`config.mk`:
```
export PLATFORM = sky130hd
export DESIGN_NAME = pc_fetch_unit_flat
export DESIGN_NICKNAME = d
export VERILOG_FILES = /design/src/rtl/cpu_pkg.sv /design/src/rtl/pc_fetch_unit_if.sv /design/src/rtl/pc_target_calc.sv /design/src/rtl/pc_fetch_unit.sv /design/src/flat_wrapper.sv
export SDC_FILE = /design/constraint.sdc
export NUM_CORES = 1
export LEC_CHECK = 0
export CAP_MARGIN = 25
export CORE_UTILIZATION = 40
export CTS_CLUSTER_DIAMETER = 100
export DETAILED_ROUTE_END_ITERATION = 10
export PLACE_DENSITY = 0.81
export SLEW_MARGIN = 20
export SYNTH_ARGS = -nofsm -noshare
export SYNTH_HDL_FRONTEND = slang
export SYNTH_SLANG_ARGS = --single-unit
```
`constraint.sdc`:
```
create_clock -name clk -period 5.4 [get_ports clk]
set_input_delay 0.54 -clock clk [delete_from_list [all_inputs] [get_ports clk]]
set_output_delay 0.54 -clock clk [all_outputs]
set_load 0.05 [all_outputs]
```
`src/rtl/cpu_pkg.sv`:
```
// rtl/cpu_pkg.sv - shared word type, next-PC opcodes and PC defaults for the fetch unit
package cpu_pkg;

  typedef logic [31:0] word_t;

  typedef enum logic [2:0] {
    NPC_SEQ = 3'b000,
    NPC_BR  = 3'b001,
    NPC_J   = 3'b010,
    NPC_JR  = 3'b011
  } npc_op_e;

  localparam word_t RESET_PC_DEF   = 32'h0000_3000;
  localparam word_t IMEM_BASE_DEF  = 32'h0000_3000;
  localparam word_t EXC_VECTOR_DEF = 32'h0000_4180;

endpackage

```
`src/rtl/pc_fetch_unit_if.sv`:
```
// rtl/pc_fetch_unit_if.sv - redirect/stall inputs and fetch-PC outputs of the fetch unit
interface pc_fetch_unit_if;
  import cpu_pkg::*;

  logic        stall;
  logic [2:0]  npc_op;
  logic        br_taken;
  word_t       pc_id;
  word_t       imm_ext;
  logic [25:0] j_index;
  word_t       reg_target;
  logic        exc_req;
  logic        eret_req;
  word_t       epc;
  word_t       pc_f;
  word_t       pc_link;
  logic        adel_f;
  logic        redirect;

  modport master (
    output stall, npc_op, br_taken, pc_id, imm_ext, j_index, reg_target,
           exc_req, eret_req, epc,
    input  pc_f, pc_link, adel_f, redirect
  );

  modport slave (
    input  stall, npc_op, br_taken, pc_id, imm_ext, j_index, reg_target,
           exc_req, eret_req, epc,
    output pc_f, pc_link, adel_f, redirect
  );

endinterface

```
`src/rtl/pc_target_calc.sv`:
```
// rtl/pc_target_calc.sv - combinational branch/jump/jr target selection relative to the ID-stage PC
module pc_target_calc
  import cpu_pkg::*;
(
  input  logic [2:0]  npc_op_i,
  input  logic        br_taken_i,
  input  word_t       pc_id_i,
  input  word_t       imm_ext_i,
  input  logic [25:0] j_index_i,
  input  word_t       reg_target_i,
  output word_t       target_o,
  output logic        take_o
);

  word_t pc_id_p4;

  assign pc_id_p4 = pc_id_i + 32'd4;

  // take_o low means the top falls back to pc_f + 4 (includes branch not taken)
  always_comb begin
    target_o = pc_id_p4;
    take_o   = 1'b0;
    case (npc_op_i)
      NPC_BR: begin
        if (br_taken_i) begin
          target_o = pc_id_p4 + (imm_ext_i << 2);
          take_o   = 1'b1;
        end
      end
      NPC_J: begin
        target_o = {pc_id_p4[31:28], j_index_i, 2'b00};
        take_o   = 1'b1;
      end
      NPC_JR: begin
        target_o = reg_target_i;
        take_o   = 1'b1;
      end
      default: ;
    endcase
  end

endmodule

```
`src/rtl/pc_fetch_unit.sv`:
```
// rtl/pc_fetch_unit.sv - fetch PC register with stall, redirect priority and adel_f check; PC_FETCH_EXC_EN adds exception/eret entry
module pc_fetch_unit
  import cpu_pkg::*;
#(
  parameter word_t       RESET_PC   = RESET_PC_DEF,
  parameter word_t       IMEM_BASE  = IMEM_BASE_DEF,
  parameter int unsigned IMEM_WORDS = 4096,
  parameter word_t       EXC_VECTOR = EXC_VECTOR_DEF
)
(
  input  logic            clk,
  input  logic            reset,
  pc_fetch_unit_if.slave  bus
);

  localparam logic [32:0] IMEM_LIMIT = {1'b0, IMEM_BASE} + {IMEM_WORDS[30:0], 2'b00};

  word_t pc_f_q, pc_f_d;
  logic  redirect_q, redirect_d;
  word_t seq_pc;
  word_t tgt;
  logic  take;

  assign seq_pc = pc_f_q + 32'd4;

  pc_target_calc u_target_calc (
    .npc_op_i     (bus.npc_op),
    .br_taken_i   (bus.br_taken),
    .pc_id_i      (bus.pc_id),
    .imm_ext_i    (bus.imm_ext),
    .j_index_i    (bus.j_index),
    .reg_target_i (bus.reg_target),
    .target_o     (tgt),
    .take_o       (take)
  );

  // Later assignments win: exception entry overrides stall, stall overrides ID redirects
  always_comb begin
    pc_f_d     = seq_pc;
    redirect_d = 1'b0;
    if (bus.stall) begin
      pc_f_d     = pc_f_q;
      redirect_d = redirect_q;
    end else if (take) begin
      pc_f_d     = tgt;
      redirect_d = (tgt != seq_pc);
    end
`ifdef PC_FETCH_EXC_EN
    if (bus.exc_req) begin
      pc_f_d     = EXC_VECTOR;
      redirect_d = 1'b1;
    end else if (bus.eret_req) begin
      pc_f_d     = bus.epc;
      redirect_d = 1'b1;
    end
`endif
  end

`ifndef PC_FETCH_EXC_EN
  logic unused_exc;
  assign unused_exc = ^{bus.exc_req, bus.eret_req, bus.epc, EXC_VECTOR};
`endif

  always_ff @(posedge clk or posedge reset) begin
    if (reset) begin
      pc_f_q     <= RESET_PC;
      redirect_q <= 1'b0;
    end else begin
      pc_f_q     <= pc_f_d;
      redirect_q <= redirect_d;
    end
  end

  assign bus.pc_f     = pc_f_q;
  assign bus.redirect = redirect_q;
  assign bus.pc_link  = bus.pc_id + 32'd8;
  assign bus.adel_f   = (pc_f_q[1:0] != 2'b00) || (pc_f_q < IMEM_BASE) ||
                        ({1'b0, pc_f_q} >= IMEM_LIMIT);

endmodule

```
`src/flat_wrapper.sv`:
```
// flat-port wrapper written by rule: the top's interface ports become plain ports
module pc_fetch_unit_flat import cpu_pkg::*;
#(
  parameter word_t       RESET_PC   = RESET_PC_DEF,
  parameter word_t       IMEM_BASE  = IMEM_BASE_DEF,
  parameter int unsigned IMEM_WORDS = 4096,
  parameter word_t       EXC_VECTOR = EXC_VECTOR_DEF
)
  (clk, reset, bus_stall, bus_npc_op, bus_br_taken, bus_pc_id, bus_imm_ext, bus_j_index, bus_reg_target, bus_exc_req, bus_eret_req, bus_epc, bus_pc_f, bus_pc_link, bus_adel_f, bus_redirect);
  pc_fetch_unit_if bus_i ();
  input  logic clk;
  input  logic reset;
  input wire logic [$bits(bus_i.stall)-1:0] bus_stall;
  input wire logic [$bits(bus_i.npc_op)-1:0] bus_npc_op;
  input wire logic [$bits(bus_i.br_taken)-1:0] bus_br_taken;
  input wire logic [$bits(bus_i.pc_id)-1:0] bus_pc_id;
  input wire logic [$bits(bus_i.imm_ext)-1:0] bus_imm_ext;
  input wire logic [$bits(bus_i.j_index)-1:0] bus_j_index;
  input wire logic [$bits(bus_i.reg_target)-1:0] bus_reg_target;
  input wire logic [$bits(bus_i.exc_req)-1:0] bus_exc_req;
  input wire logic [$bits(bus_i.eret_req)-1:0] bus_eret_req;
  input wire logic [$bits(bus_i.epc)-1:0] bus_epc;
  output wire logic [$bits(bus_i.pc_f)-1:0] bus_pc_f;
  output wire logic [$bits(bus_i.pc_link)-1:0] bus_pc_link;
  output wire logic [$bits(bus_i.adel_f)-1:0] bus_adel_f;
  output wire logic [$bits(bus_i.redirect)-1:0] bus_redirect;
  assign bus_i.stall = bus_stall;
  assign bus_i.npc_op = bus_npc_op;
  assign bus_i.br_taken = bus_br_taken;
  assign bus_i.pc_id = bus_pc_id;
  assign bus_i.imm_ext = bus_imm_ext;
  assign bus_i.j_index = bus_j_index;
  assign bus_i.reg_target = bus_reg_target;
  assign bus_i.exc_req = bus_exc_req;
  assign bus_i.eret_req = bus_eret_req;
  assign bus_i.epc = bus_epc;
  assign bus_pc_f = bus_i.pc_f;
  assign bus_pc_link = bus_i.pc_link;
  assign bus_adel_f = bus_i.adel_f;
  assign bus_redirect = bus_i.redirect;
  pc_fetch_unit #(.RESET_PC(RESET_PC), .IMEM_BASE(IMEM_BASE), .IMEM_WORDS(IMEM_WORDS), .EXC_VECTOR(EXC_VECTOR)) u_core (.clk(clk), .reset(reset), .bus(bus_i));
endmodule
```
* Word level (Yosys, flattened, before mapping) *
Cells that the tools add are included.

word-level totals
  memory bits (writable) = 0
  output and inout bits = 66
  flip-flop bits (word level) = 33
  bits in latches = 0
  memories kept = 0
  input port bits = 163
  memory bits (read-only) = 0

operators by class
  bitwise logic cells = 0
  divide/modulo/power cells = 0
  reductions and logical operators = 4
  muxes and demuxes = 6
  shifts and indexed selects = 0
  add/sub/neg operators = 4
  equality and inequality tests = 4
  $lt $le $gt $ge = 2
  multipliers = 0

operators by type and width
  operator               count
  $pmux 32 s3            1
  $add 32x3->32 const B  2
  $mux 32                2
  $add 32x32->32         1
  $add 32x4->32 const B  1
  $ge 32x15->1 const B   1
  $lt 32x14->1 const B   1
  $ne 32x32->1           1
  $eq 3x2->1 const B     2
  $eq 3x1->1 const B     1
  $logic_or 1x1->1       2
  $mux 1                 2
  $pmux 1 s2             1
  $reduce_bool 2->1      1
  $reduce_or 2->1        1

* Logic depth before layout (Yosys ltp) *
Gate-level depths: netlist (run 1).

  word-level depth = 6
  gate-level depth with buffers = 20

* By module *
A second synthesis (run 1) with hierarchy kept.

second synthesis, totals
  cells, all modules = 961
  area, all modules = 6,865.3 sq um

by module, submodules not included
  module          cells each  area each (sq um)  instances  seq. area each (sq um)
  pc_fetch_unit   480         3,648.5            1          828.3
  pc_target_calc  481         3,216.8            1          0.0

* Least setup slack after synthesis (run 1) *
Ideal clock, no wire load.

  path type = input port to flip-flop
  from = input bus_pc_id[3]
  to = register u_core.redirect_q (netlist: u_core.bus.redirect)
  library setup time = 0.134 ns
  stages = 19
  arrival = 4.263 ns
  path buffers = 0
  slack = 1.003 ns
  data required time = 5.266 ns
  cells stage by stage = ha_1 nand4_1 nor4_2 nand3_1 nor2_1 nand2_1 xnor2_1 ha_1 a21oi_1 o21ai_0 a21o_1 a211oi_1 a211oi_1 o2bb2ai_1 and2_1 a2111oi_0 nand4_1 nor4_2 a31oi_1

on the way
  cells in the longest elaborated chain, start to end = 6

RTL lines
  element               RTL line              source
  from (decl)           flat_wrapper.sv:16    input wire logic [$bits(bus_i.pc_id)-1:0] bus_pc_id;
  $add 32x3->32 (*)     pc_target_calc.sv:17  assign pc_id_p4 = pc_id_i + 32'd4;
  $add 32x32->32        pc_target_calc.sv:26  target_o = pc_id_p4 + (imm_ext_i << 2);
  $mux 32               pc_target_calc.sv:25  if (br_taken_i) begin
  $pmux 32 s3 (*)       pc_target_calc.sv:23  case (npc_op_i)
  $ne 32x32->1 (*)      pc_fetch_unit.sv:46   redirect_d = (tgt != seq_pc);
  $mux 1 (*)            pc_fetch_unit.sv:44   end else if (take) begin
  to (signal assigned)  pc_fetch_unit.sv:70   redirect_q <= redirect_d;
  to (decl)             pc_fetch_unit.sv:19   logic redirect_q, redirect_d;

Mark *: on every way between the ends. The rest lies on a longest branch, timed or not.
A chain may end at the register's enable or synchronous reset.

* Final worst setup path (run 1) *
  from = input bus_pc_id[4]
  to = register u_core.redirect_q (netlist: u_core.bus.redirect)

Same word-level chain as after synthesis.

==> metrics.txt, run 1 <==
status=finished, final reports clean; Worst Setup Slack post-DPL=0.142 ns; Hold Violations, Final=0; Buf+Inv Stages, Crit Path=4; vias in the first global route=8826; Routed Antenna Nets=0; number of flops mapped to enable cells by yosys=0; PwrDens=198 mW/mm^2; # DRC=0; critical path, cell by cell=clkdlybuf4s50_1 -> ha_1 -> nand4_1 -> buf_4 -> nor4_1 -> buf_4 -> nand4_1 -> xnor2_1 -> ha_1 -> nand4_1 -> nor4_1 -> buf_4 -> o211ai_1 -> nand3_1 -> xor2_1 -> a21oi_1 -> or2_2 -> a21oi_1 -> o2111ai_1 -> nor4_2 -> a31oi_1; Setup crit end kind=register; die height=138 um; ant diodes=0; post-synth top area share=10.5%; setup violators final=0; Pre-antenna DRT Iters=6; Final Cycle Share=92.5%; Area Overhead vs Synth=39.2%; static leakage=4.06 nW; die area=0.0190 mm^2; switching power=0.971 mW; Core ar.=0.0180 mm^2; worst skew pair latency=0.28 ns; cells after synthesis=1087; proportion of layout cells with a drive suffix above 1=11.1%; Yosys cell types=86; post-synthesis sequential area ratio=11.3%; initial antenna violation count=0; Bufs on Longest Clock Path=2; clock skew=0.00372 ns; CP Launch Type=primary input; Reg2Reg Depth=11; post-synth top area cell=dfrtp_1; Max-cap violations=0; power share of the sequential group=19.2%; WS Path Type=in2reg; maximum number of pins on one net before global-route repair=63; worst-margin pin slew=0.870 ns; Yosys warnings=0; detailed-route via count=9328; CTS tree=done; Synth Flop Type=dfrtp_1; IO Port Bufs=192; vias per std cell=6.03; Synth area leaders=dfrtp_1, xnor2_1, a21oi_1; power share of the clock group=16.7%; WP depth=21; CTS Buf Count=5; Syn Nets=1288; Yosys reg bits=33; Fmax=200 MHz; Sum Neg Setup Slack=0 ns; worst relative slew slack=41.5%; Final WS setup=0.404 ns; gr usage total=30.7%; max-slew violations=0; CP Max Fanout=8; crit-path max cell delay=0.49 ns; global-route wire length before repair=45100 um; Routed WL=29100 um; cell family with most CP delay=simple AND/OR/NAND/NOR gates; aggregate global routing overflow=0; row cnt=49; Power Internal=1.06 mW; CP max-delay cell=clkdlybuf4s50_1; clock root cell=clkbuf_16; Net Sw Frac=47.8%; average wire per cell in the routed design=18.8 um; Post-layout nets=1518; VDD IR max=172 uV; mean post-synth cell area=6.77 um^2; H-tree Lvls=2; die width=138 um; Initial Util=40.8%; Gate power share=64.0%; I/O pins=229; Hold Crit Depth=1; Iteration-0 DRC Markers=871; Critical Path RT=5.55 ns; crit path time final=5.00 ns; Setup Fix Bufs, Post-CTS=0; DP HPWL=23400 um; GP Congestion=0.921; Worst EP arrival=5.15 ns; Worst-path clk slew=0.05 ns; CTS sink count=33; post-synthesis async set-or-reset flop share=100%; Post-Syn Area=0.00736 mm^2; Hold Crit Class=reg2reg; RSZ-0062 raised after global routing=false
## layer usage
layer  up-vias  share of wire (%)  GRT usage [%]
met1      4334                 42           40.4
met2       456                 46           51.4
met4         0                3.5           10.6
met3        72                7.8           3.61
li1       4466                  -              -
met5         -                  0              0
## cells in the final DEF, fill, tap and decap left out, types with 4 or more instances in the layout
cell,netlist,final
o31ai_1,5,5
nor3_1,27,27
o21a_1,11,11
or3_1,11,11
a21oi_1,99,99
o211ai_1,7,7
o22ai_1,14,14
o21ai_0,79,77
a211oi_1,20,20
nor4_1,21,21
inv_1,33,33
dfrtp_1,31,31
buf_4,5,110
or2_2,5,5
o22a_1,9,9
nor2b_1,5,5
nor2_1,113,112
mux2_2,4,4
a2111oi_0,6,5
nand2_1,102,102
and2_1,8,8
a2bb2oi_1,5,5
clkdlybuf4s50_1,0,191
mux2i_1,14,14
xor2_1,41,41
and3_1,21,21
a31oi_1,12,12
ha_1,37,37
a21o_1,16,16
nand2b_1,6,6
xnor2_1,81,81
and4_1,7,7
clkbuf_16,0,5
nand3_1,37,37
nand4_1,44,44
## final timing paths
check                                                 from                         endpoint  slack [ns]
setup / recovery                              bus_pc_id[4]  u_core.bus.redirect$_DFFE_PP0N_        0.40
hold / removal             u_core.bus.pc_f[13]$_DFFE_PP1N_  u_core.bus.pc_f[13]$_DFFE_PP1N_        0.55
setup reg to reg            u_core.bus.pc_f[2]$_DFFE_PP0N_  u_core.bus.redirect$_DFFE_PP0N_        1.39
hold reg to reg            u_core.bus.pc_f[13]$_DFFE_PP1N_  u_core.bus.pc_f[13]$_DFFE_PP1N_        0.55
max in group asynchronous                            reset  u_core.bus.pc_f[13]$_DFFE_PP1N_        4.39
min in group asynchronous                            reset   u_core.bus.pc_f[8]$_DFFE_PP0N_        0.65
## logic make-up after synthesis
group / count (synthesis) / synth area share (%)
fa+ha+maj: 38 / 6.56
simple gates: 433 / 30.1
xor+xnor: 123 / 14.7
compound gates: 329 / 28.4
flops: 33 / 11.3
buf+inv: 113 / 6.42
mux: 18 / 2.52
## layout make-up
class | instances | area [um^2]
Clock buffer | 7 | 143
Clock inverter | 1 | 30.0
Fill cell | 1760 | 7780
Inverter | 33 | 124
Multi-Input combinational cell | 941 | 6070
Sequential cell | 33 | 828
Tap cell | 229 | 287
Timing Repair Buffer | 303 | 2760
## state kept, by name, indices dropped and copies added (netlist names)
signal / count
u_core.bus.pc_f: 32
u_core.bus.redirect: 1
## Yosys cell counts (16+ instances only)
library cell,n
xnor2_1,81
o21ai_0,79
nor2_1,113
ha_1,37
a21oi_1,99
a211oi_1,20
nand4_1,44
nand3_1,37
nand2_1,102
nor4_1,21
xor2_1,41
dfrtp_1,31
a21o_1,16
clkbuf_1,62
inv_1,33
and3_1,21
nor3_1,27
## worst register-to-register path, cell delays in order (launching register included)
cell and delay [ns]:
dfrtp_1 0.47, ha_1 0.30, nand4_1 0.25, nor4_1 0.50
xnor2_1 0.26, nor3_1 0.11, or4_1 0.52, or4_1 0.53
nor4_1 0.46, nand4_1 0.20, nor4_2 0.17, a31oi_1 0.11
## through the flow
| step | area [um^2] | total power, mW | hold slack [ns] | instances | utilization (%) |
|---|---|---|---|---|---|
| floorplan | 7360 | 1.18 | 0.640 | 1087 | - |
| global placement | 10000 | 1.66 | 0.541 | 1538 | 55.7 |
| detailed placement | 10000 | 1.67 | 0.542 | 1538 | 55.7 |
| CTS | 10200 | 2.01 | 0.550 | 1546 | 56.7 |
| global route | 10200 | 2.14 | 0.566 | 1547 | 56.9 |
| finish | 10200 | 2.03 | 0.550 | 1547 | 56.9 |
## power groups by stage
stage | registers [mW] | clock network [mW] | logic [mW]
finish | 0.391 | 0.340 | 1.30
global placement | 0.391 | 0 | 1.27
detailed placement | 0.392 | 0 | 1.28
floorplan | 0.525 | 0 | 0.660
global route | 0.400 | 0.353 | 1.39
CTS | 0.390 | 0.339 | 1.28
## timing repair
action / 4_1_cts / 5_1_grt
hold buffers: 0 / 0
gates resized for setup: 0 / 4
endpoints found under the setup margin: 0 / 1
hold endpoints to repair: 0 / 0
(Power assumes the default switching activity.)
==> run 2: changes to the inputs <==
- ABC_AREA: not set -> 1
- REMOVE_ABC_BUFFERS: not set -> 1
==> run 2 against run 1 <==
Sequential power is 4% lower. Design area down 2.2%. Wire length up 1.7%. Synthesized area rose by 4.8%. Hold slack lost 0.067 ns. Sequential share of layout area is 0.18 points higher. Worst setup slack improved by 0.59 ns. Largest power group unchanged. Clock power shrank 19%. First-iteration DRC count grew 1.8%. Maximum frequency up 13%. Cell count grew 23%. Flip-flop and latch count unchanged.
==> metrics.txt, run 2 <==
final hold slack=0.483 ns; Max-cap violations=0; Hold Crit Class=reg2reg; Final WS setup=0.994 ns; Hold Crit Depth=2; proportion of layout cells with a drive suffix above 1=3.52%; Area Overhead vs Synth=29.9%; Setup crit end kind=register; Fmax=227 MHz; Final Cycle Share=81.6%; Iteration-0 DRC Markers=887; Yosys warnings=0; Setup Fix Bufs, Post-CTS=0; average wire per cell in the routed design=15.5 um; # fillers=1980; Post-Syn Area=0.00771 mm^2; hold wc startpoint=u_core.bus.redirect$_DFFE_PP0N_; worst relative slew slack=39.6%; Bufs on Longest Clock Path=2; Reg2Reg Depth=20; Routed Antenna Nets=0; vias per std cell=5.27; Critical Path RT=5.57 ns; post-synth top area cell=nand2_1; Yosys cell types=40; FF-to-FF End=u_core.bus.redirect$_DFFE_PP0N_; CP Launch Type=primary input; number of flops mapped to enable cells by yosys=0; Synth Flop Type=dfrtp_1; initial antenna violation count=0; Worst EP arrival=4.58 ns; CTS Buf Count=5; H-tree Lvls=2; post-synthesis sequential area ratio=10.7%; mean post-synth cell area=5.25 um^2; Core ar.=0.0188 mm^2; Routed WL=29600 um; global-route wire length before repair=45800 um; Yosys reg bits=33; Synth area leaders=nand2_1, inv_1, dfrtp_1; maximum number of pins on one net before global-route repair=54; VDD IR max=120 uV; worst skew pair latency=0.29 ns; gr usage total=29.5%; aggregate global routing overflow=0; post_cts resized=0; RSZ-0062 raised after global routing=false; setup violators final=0; list of most frequent post-synthesis cells=nand2_1, inv_1, nand3_1, nor2_1, xor2_1; die area=0.0198 mm^2; Worst-path clk slew=0.05 ns; die width=141 um; Sum Neg Setup Slack=0 ns; Post-layout nets=1847; ant diodes=0; I/O pins=229; cts hold-fix bufs=0; PwrDens=186 mW/mm^2; CTS sink count=33; die height=141 um; crit path time final=4.41 ns; post-synth top area share=28.6%; detailed-route via count=10000; Hold Path Sink=u_core.bus.redirect$_DFFE_PP0N_; CP Max Fanout=5; most common cell after layout, fill and taps aside=nand2_1; static leakage=5.29 nW; max-slew violations=0; cells after synthesis=1469; worst-margin pin slew=0.905 ns; commonest cells after routing, fill and taps aside=nand2_1, inv_1, clkdlybuf4s50_1; WS Path Type=in2reg; Initial Util=41.0%; # DRC=0; DP HPWL=24900 um; Worst Setup Slack post-DPL=0.752 ns; vias in the first global route=8971; row cnt=50; GP Congestion=1.02; CTS tree=done; cell with the most instances after synthesis=nand2_1; clock root cell=clkbuf_16; status=finished, final reports clean; Pre-antenna DRT Iters=5; Hold Violations, Final=0; R2R Setup Slk=2.63 ns; max reg flops=32; clock skew=0.00497 ns; post-synthesis async set-or-reset flop share=100%; r2r startpoint=u_core.bus.pc_f[2]$_DFFE_PP0N_; IO Port Bufs=192
## run 2: cell types whose count changed after synthesis, moves of 17 or more
cell,delta
a211oi_1,-20
a21oi_1,-63
a221oi_1,+17
and3_1,-21
clkbuf_1,-45
inv_1,+232
nand2_1,+485
nand3_1,+97
nand4_1,-22
o21ai_0,-63
o221ai_1,+23
xnor2_1,-76
## run 2: worst max path at each step
stage,to,from,depth (start not counted)
2_1_floorplan,u_core.bus.redirect$_DFFE_PP0N_,bus_pc_id[2],28
3_3_place_gp,u_core.bus.redirect$_DFFE_PP0N_,bus_pc_id[2],29
3_5_place_dp,u_core.bus.redirect$_DFFE_PP0N_,bus_pc_id[9],28
4_1_cts,u_core.bus.redirect$_DFFE_PP0N_,bus_pc_id[9],28
5_1_grt,u_core.bus.redirect$_DFFE_PP0N_,bus_pc_id[8],28
6_report,u_core.bus.redirect$_DFFE_PP0N_,bus_pc_id[9],28
## run 2: logic make-up after synthesis
group | share of synthesized area [%]
AO/OA/AOI/OAI | 10.6
flip-flops | 10.7
adder cells (fa/ha/maj) | 6.26
XOR/XNOR | 6.68
AND/OR/NAND/NOR | 50.8
buffers and inverters | 14.8
## run 2: critical path: stages
cell	delay, ns
clkdlybuf4s50_1	0.58
nand2_1	0.16
nor2_1	0.33
nand2_1	0.17
nor2_1	0.14
xor2_1	0.46
inv_1	0.10
ha_1	0.39
nand2_1	0.13
nor2_1	0.17
inv_1	0.06
nor2_1	0.20
and2_1	0.16
nand2_1	0.06
nand2_1	0.07
nand2_1	0.04
nand3_1	0.06
nand2_1	0.05
nand2_1	0.10
nand2_1	0.06
nand2_1	0.05
nand2_1	0.04
nor2_1	0.09
nand2_1	0.05
nor2_1	0.09
nand2_1	0.08
nand2_1	0.06
nand2_1	0.05
## run 2: report_power, final
| part | switching [mW] | leakage, nW | internal, mW |
|---|---|---|---|
| Sequential | 0.0755 | 0.405 | 0.298 |
| Clock | 0.106 | 0.0652 | 0.171 |
| Combinational | 0.790 | 4.82 | 0.424 |
## run 2: metal layers
metal / vias to the layer above / share of wire [%] / global-route usage, % / routed length (um)
met5: - / 0 / 0 / 0
met4: 0 / 2.3 / 7.09 / 686
met3: 55 / 9.5 / 2.99 / 2810
met2: 514 / 46 / 50.6 / 13500
met1: 4493 / 42 / 39.4 / 12600
li1: 4987 / - / - / -
## run 2: per-stage QoR
| step | cells | util (%) | power (mW) | cell area, um^2 |
|---|---|---|---|---|
| finish | 1907 | 53.2 | 1.87 | 10000 |
| global route | 1907 | 53.2 | 1.99 | 10000 |
| global placement | 1899 | 52.5 | 1.56 | 9880 |
| CTS | 1907 | 53.2 | 1.86 | 10000 |
| floorplan | 1441 | - | 1.14 | 7590 |
| detailed placement | 1899 | 52.5 | 1.57 | 9880 |
## run 2: layout make-up
type	count	area, um^2	share of cell area [%]
Clock buffer	8	136	1.36
Inverter	271	1020	10.2
Multi-Input combinational cell	1137	5750	57.3
Sequential cell	33	828	8.27
Tap cell	260	325	3.25
Timing Repair Buffer	198	1970	19.6
